## src/rtl/branch_predictor_param.sv

```systemverilog
// Direct-mapped tagged BTB with per-entry saturating BHT counters, trained from EX resolution.
// Optional PRED_STATS_EN adds saturating branch/mispredict statistics counters.
module branch_predictor_param #(
    parameter int IDX_W = 6,
    parameter int TAG_W = 8,
    parameter int CTR_W = 2
) (
    input  logic        clk,
    input  logic        rst,
    input  logic [31:0] pcf,
    output logic        pred_taken,
    output logic [31:0] pred_target,
    input  logic        upd_valid,
    input  logic [31:0] upd_pc,
    input  logic        upd_taken,
    input  logic [31:0] upd_target,
    input  logic        upd_pred_taken,
    input  logic [31:0] upd_pred_target,
    output logic        mispredict,
    output logic [31:0] redirect_pc
`ifdef PRED_STATS_EN
    ,
    output logic [31:0] stat_branches,
    output logic [31:0] stat_mispredicts
`endif
);

    localparam int ENTRIES = 2 ** IDX_W;
    localparam logic [CTR_W-1:0] CTR_MAX = {CTR_W{1'b1}};
    localparam logic [CTR_W-1:0] CTR_MIN = {CTR_W{1'b0}};
    localparam logic [CTR_W-1:0] CTR_ONE = CTR_W'(32'd1);
    localparam logic [CTR_W-1:0] WT      = CTR_W'(32'd1 << (CTR_W - 1));
    localparam logic [CTR_W-1:0] WNT     = WT - CTR_ONE;

    logic [ENTRIES-1:0]             valid_r;
    logic [ENTRIES-1:0][CTR_W-1:0]  ctr_r;
    logic [TAG_W-1:0]               tag_r    [ENTRIES];
    logic [31:0]                    target_r [ENTRIES];

    logic [IDX_W-1:0] lk_idx_s;
    logic [IDX_W-1:0] up_idx_s;
    logic [TAG_W-1:0] lk_tag_s;
    logic [TAG_W-1:0] up_tag_s;
    logic             lk_hit_s;
    logic             up_hit_s;
    logic [CTR_W-1:0] up_ctr_s;
    logic [CTR_W-1:0] ctr_next_s;
    logic             unused_pc_bits_s;

    assign lk_idx_s = pcf[IDX_W+1:2];
    assign lk_tag_s = pcf[IDX_W+TAG_W+1:IDX_W+2];
    assign up_idx_s = upd_pc[IDX_W+1:2];
    assign up_tag_s = upd_pc[IDX_W+TAG_W+1:IDX_W+2];
    assign unused_pc_bits_s = ^{pcf[1:0], pcf[31:IDX_W+TAG_W+2]};

    // Fetch-side lookup; reads pre-update contents, no bypass from the EX write
    always_comb begin
        lk_hit_s   = valid_r[lk_idx_s] && (tag_r[lk_idx_s] == lk_tag_s);
        pred_taken = lk_hit_s & ctr_r[lk_idx_s][CTR_W-1];
        if (pred_taken) begin
            pred_target = target_r[lk_idx_s];
        end else begin
            pred_target = 32'd0;
        end
    end

    // EX-side hit detection and saturating counter step
    always_comb begin
        up_hit_s = valid_r[up_idx_s] && (tag_r[up_idx_s] == up_tag_s);
        up_ctr_s = ctr_r[up_idx_s];
        if (upd_taken) begin
            if (up_ctr_s == CTR_MAX) begin
                ctr_next_s = up_ctr_s;
            end else begin
                ctr_next_s = up_ctr_s + CTR_ONE;
            end
        end else begin
            if (up_ctr_s == CTR_MIN) begin
                ctr_next_s = up_ctr_s;
            end else begin
                ctr_next_s = up_ctr_s - CTR_ONE;
            end
        end
    end

    // Flush request and recovery PC, purely from the resolved branch
    always_comb begin
        mispredict = upd_valid & ((upd_taken ^ upd_pred_taken) |
                     (upd_taken & upd_pred_taken & (upd_target != upd_pred_target)));
        if (upd_taken) begin
            redirect_pc = upd_target;
        end else begin
            redirect_pc = upd_pc + 32'd4;
        end
    end

    // Valid/counter state: reset wins over training; tag/target left unreset
    always_ff @(posedge clk) begin
        if (rst) begin
            valid_r <= {ENTRIES{1'b0}};
            ctr_r   <= {ENTRIES{WNT}};
        end else if (upd_valid) begin
            if (up_hit_s) begin
                ctr_r[up_idx_s] <= ctr_next_s;
            end else if (upd_taken) begin
                valid_r[up_idx_s] <= 1'b1;
                ctr_r[up_idx_s]   <= WT;
            end else begin
                ctr_r[up_idx_s] <= ctr_r[up_idx_s];
            end
        end else begin
            valid_r <= valid_r;
        end
    end

    // Tag/target payload: written on any taken update that is not squashed by reset
    always_ff @(posedge clk) begin
        if (!rst && upd_valid && upd_taken) begin
            target_r[up_idx_s] <= upd_target;
            if (!up_hit_s) begin
                tag_r[up_idx_s] <= up_tag_s;
            end
        end
    end

`ifdef PRED_STATS_EN
    logic [31:0] stat_br_r;
    logic [31:0] stat_mp_r;

    // Saturating statistics counters
    always_ff @(posedge clk) begin
        if (rst) begin
            stat_br_r <= 32'd0;
            stat_mp_r <= 32'd0;
        end else begin
            if (upd_valid && (stat_br_r != 32'hFFFF_FFFF)) begin
                stat_br_r <= stat_br_r + 32'd1;
            end
            if (mispredict && (stat_mp_r != 32'hFFFF_FFFF)) begin
                stat_mp_r <= stat_mp_r + 32'd1;
            end
        end
    end

    assign stat_branches    = stat_br_r;
    assign stat_mispredicts = stat_mp_r;
`endif

endmodule

```

## config.mk

```make
export PLATFORM = sky130hd
export DESIGN_NAME = branch_predictor_param
export DESIGN_NICKNAME = d
export VERILOG_FILES = /design/src/rtl/branch_predictor_param.sv
export SDC_FILE = /design/constraint.sdc
export NUM_CORES = 2
export LEC_CHECK = 0
export CORE_MARGIN = 4
export CORE_UTILIZATION = 44
export CTS_CLUSTER_DIAMETER = 120
export CTS_CLUSTER_SIZE = 25
export DETAILED_ROUTE_END_ITERATION = 8
export GPL_ROUTABILITY_DRIVEN = 0
export HOLD_SLACK_MARGIN = 0.05
export PLACE_DENSITY = 0.71
export SLEW_MARGIN = 10
export SYNTH_ARGS = -nofsm -noshare
export SYNTH_HDL_FRONTEND = slang
export SYNTH_SLANG_ARGS = --single-unit
export TNS_END_PERCENT = 10
```

## constraint.sdc

```tcl
create_clock -name clk -period 14.6 [get_ports clk]
set_input_delay 4.38 -clock clk [delete_from_list [all_inputs] [get_ports clk]]
set_output_delay 4.38 -clock clk [all_outputs]
set_load 0.01 [all_outputs]
```

After elaboration in Yosys (flattened, before gate mapping). Memory sizes are Yosys's and may differ from the RTL's. Cells that the tools add are included.

Flip-flop bits (word level): 192. Bits in writable memories: 2560. Bits of input ports: 133. Output and inout bits: 66. Logic and storage cells: 122. Memories: 2.

Memories: target_r (words 64, bits a word 32, rd ports 1, clocked after memory_dff 0, write ports 1, line 38) `logic [31:0] target_r [ENTRIES];`; tag_r (words 64, bits a word 8, rd ports 2, clocked after memory_dff 0, write ports 1, line 37) `logic [TAG_W-1:0] tag_r [ENTRIES];`.

Add/sub/neg operators: 3. Order comparisons: 3. Eq/ne operators: 4. Muxes and demuxes: 26. Bitwise logic cells: 11. Reduce and logical (&&, ||, !) cells: 8.

Operator list (count): $bwmux 128 (2); $mux 128 (2); $or 64x64->64 (2); $and 64x64->64 (1); $mux 32 (2); $not 64->64 (1); $add 32x3->32 const B (1); $ne 32x32->1 (1); $bmux 2 s6 (2); $eq 8x8->1 (2); $lt 6x7->1 const B (2); $bmux 1 s6 (2); $demux 2 s6 (1); $mux 2 (6); $mux 1 (8); $demux 1 s6 (1); $ge 6x1->1 const B (1); $logic_and 1x1->1 (5); $and 1x1->1 (4); $reduce_and 3->1 (1); $add 2x1->2 const B (1); $eq 2x2->1 const B (1); $logic_not 2->1 (1); $sub 2x1->2 const B (1); 4 further kinds (4).

Logic depth before layout (Yosys ltp).
Word-level depth: 8. Depth in mapped cells: 17. Gate-level depth less buffers: 9.

Least setup slack after synthesis. No wires, ideal clock.

Path type: input to output. From: in pcf[2]. To: out pred_target[0]. Arrival: 7.615 ns. Data required time: 10.220 ns. Path slack: 2.605 ns. Stages on the path: 10. Buffers on the path: 6. Cell sequence: buf_4 > buf_2 > buf_4 > buf_2 > clkbuf_1 > clkbuf_1 > mux4_2 > mux4_2 > mux4_2 > nor2b_1.

Cells in the longest elaborated chain, start to end: 5. Elaborated cells on any way between the ends: 10. Classes of those cells: eq/ne: 1; mux: 5; bitwise: 1; reduce/logical: 1; memory: 2.

Ends and longest elaborated chain: start, declared (line 10) `input logic [31:0] pcf,`; $mem_v2 64x8 or $bmux 1 s6 (tied branches); $eq 8x8->1 or $mux 1 (tied branches) (line 58) `lk_hit_s = valid_r[lk_idx_s] && (tag_r[lk_idx_s] == lk_tag_s);`; $logic_and 1x1->1 (line 58); $and 1x1->1 (line 59) `pred_taken = lk_hit_s & ctr_r[lk_idx_s][CTR_W-1];`; $mux 32 (*) (line 60) `if (pred_taken) begin`; end, declared (line 12) `output logic [31:0] pred_target,`.

Every way passes the cells marked *; elsewhere a longest branch is shown, timed or not. The select of a mux whose other input is x is not followed.

Final worst setup path.
From: in pcf[3]. To: out pred_target[11].

The elaborated chain is that of the path after synthesis.

==> results.toml <==
[run_status]
status = "completed"

[detailed_routing]
via_per_inst = 6.73
drt-total-wl_mm = 335
antenna_left = 0
wl_per_cell_um = 35.6
firstDrtPassIters = 8
drcViolationCount = 0
vias = 63419
drt_iter0_drc = 11493

[clocking]
clkLatencyLatePin_ns = 0.86
cts_buffers = 120
clockBufferDepth = 3
root_buffer = "clkbuf_16"
clock_sinks = 2752
cts_hold_buf = 0
cts_tree = "done"
htreeDepth = 3
post_cts_buffers = 0
post_cts_resized = 0
cts.reportedPaths.clkPinSlew_ns = 0.10

[finish]
drive_gt1_frac = 0.253
final_cell_mix = "edfxtp_1 (2,560), mux4_2 (928), nand2_1 (281)"
area_delta_synth_final_pct = 8.43
finalInstanceArea_sq_mm = 0.125
layout.nets = 6019
final_core_utilization = 0.480
final_common_cell = "edfxtp_1"

[yosys]
ys_types = 86
synth_fp_nets = 5936
synth_sequential_area_ratio = 0.702
async_flop_share = 0
syn_area_per_cell_sq_um = 19.8
syn_inst = 5801
syn_area_sq_mm = 0.115
ys_ff_latch = 2752
ys_warn_count = 0
ys.flop_type = "edfxtp_1"
synth-edff-count = 2560

[place]
io_buffers = 180
dpl_cell_area_sq_mm = 0.121
dp_hpwl_mm = 192

[global_routing]
grt_pass1_wl_mm = 471
grt.overflow.total = 0
grt_use_total = 0.243
grt_max_degree = 124
grt_pass1_vias = 62017
antenna_found_initial = 15

[job]
drv_cap = 0

[sta]
whs_ns = 0.491
clock-skew-final_ns = 0.133
setup_viol = 0
hold_viol_final = 0
post-route-period-util = 0.960
fmax_mhz = 71.4
tightest_slew_ns = 1.35
slew_viol_final = 0
maxSlewHeadroom = 0.0997
fin_tns_setup_ns = 0
grt_setup_unrepaired = "no"
fin_crit_ns = 14.01

[setup_path]
arrival_ns = 9.63
start_kind = "input port"
worstPathRequired_ns = 10.22
cp_max_fo = 111
crit_type = "input port to output pin"
endpoint_kind = "output pin"

[power]
p_per_area_mw_per_mm2 = 109
p_leak_nw = 36.7
vdd_ir_drop_max_mv = 0.126
p_total_w = 0.0136

[die]
start_util = 0.443
num_io_pins = 199
dieArea_sq_mm = 0.270
core_area_sq_mm = 0.260
dieHeight_um = 519
num_rows = 187
die_x_um = 519

[worst_hold_path]
min_path_type = "flop to flop"
## worst max-delay path, stage by stage
cell             delay, ns
buf_8                 0.69
buf_4                 0.42
mux2_2                0.20
o221ai_1              0.11
o211ai_1              0.61
o21ai_0               0.28
mux4_2                0.66
nor4b_1               0.44
nand3_2               0.10
buf_4                 0.35
a211oi_1              0.49
clkdlybuf4s50_1       0.64
## worst paths after layout
path	start	end	slack, ns	depth (start not counted)
setup / recovery	pcf[3]	pred_target[11]	0.59	12
hold / removal	valid_r[60]	valid_r[60]	0.49	1
setup reg to reg	tag_r[7][4]	tag_r[25][4]	8.96	10
hold reg to reg	valid_r[60]	valid_r[60]	0.49	1
## report_power, final
group	internal, W	total, W	switching [W]	leakage (nW)
Combinational	0.000398	0.00104	0.000647	10.6
Clock	0.00154	0.00391	0.00237	1.60
Sequential	0.00862	0.00862	0.00000869	24.6
Total	0.0106	0.0136	0.00303	36.7
## layer usage
metal  GRT usage  vias up  part of all wire
li1            -    24621                 -
met1       0.337    33489              0.37
met2       0.373     4510              0.46
met3      0.0535      797              0.11
met4       0.108        2             0.054
met5           0        -          0.000036
## stage by stage
| stage | std cells | setup WS, ns |
|---|---|---|
| 6_report | 9427 | 0.591 |
| 5_1_grt | 9424 | 0.405 |
| 4_1_cts | 9423 | 0.868 |
| 3_5_place_dp | 9258 | 0.933 |
| 3_3_place_gp | 9258 | 0.856 |
| 2_1_floorplan | 5801 | 2.61 |
## flip-flops by register name, indices dropped and copies added (netlist names)
name and cells:
tag_r 512, target_r 2048, valid_r 64, ctr_r 128
## cell usage after synthesis, drive strengths merged (8+ instances only)
library cell  number  area share
edfxtp          2560        0.67
mux2i             90      0.0078
clkbuf           218      0.0071
nor3b              8     0.00061
nand3             43      0.0019
mux4             928        0.18
dfxtp            192       0.033
inv               17     0.00055
nor4b             47      0.0036
o41ai             62      0.0047
o2bb2ai           64      0.0049
nand4             65      0.0036
a22oi             42      0.0027
o21ai             70      0.0030
xor2              18      0.0014
and3b              8     0.00061
a31oi              8     0.00043
and3              14     0.00076
o211ai            16      0.0010
o22ai             27      0.0015
nand2b             8     0.00043
o2111ai           22      0.0019
a21oi             82      0.0036
nor3              14     0.00075
xnor2             52      0.0040
a221o             15      0.0013
a221oi           109      0.0083
a2111oi           17      0.0035
mux2              42      0.0041
nor2b             40      0.0023
nand2            282      0.0092
a211oi            99      0.0072
nor2             222      0.0072
buf              217       0.010
## final cells by class
type / count / area [sq um]
fillers: 20855 / 135000
flip-flops and latches: 2752 / 80700
multi-input cells: 2596 / 32800
well taps: 3496 / 4370
repair buffers: 396 / 3430
clock buffers: 159 / 3170
clock inverters: 6 / 170
inverters: 18 / 68.8
diodes: 4 / 10.0
## logic make-up after synthesis
| logic type | Yosys count | share of synthesized area |
|---|---|---|
| buffers and inverters | 453 | 0.0182 |
| XOR/XNOR | 70 | 0.00539 |
| adder cells (fa/ha/maj) | 3 | 0.000315 |
| multiplexers | 1060 | 0.194 |
| AO/OA/AOI/OAI | 680 | 0.0478 |
| flip-flops | 2752 | 0.702 |
| AND/OR/NAND/NOR | 783 | 0.0332 |
No activity file was read; power rests on OpenSTA's default activity.
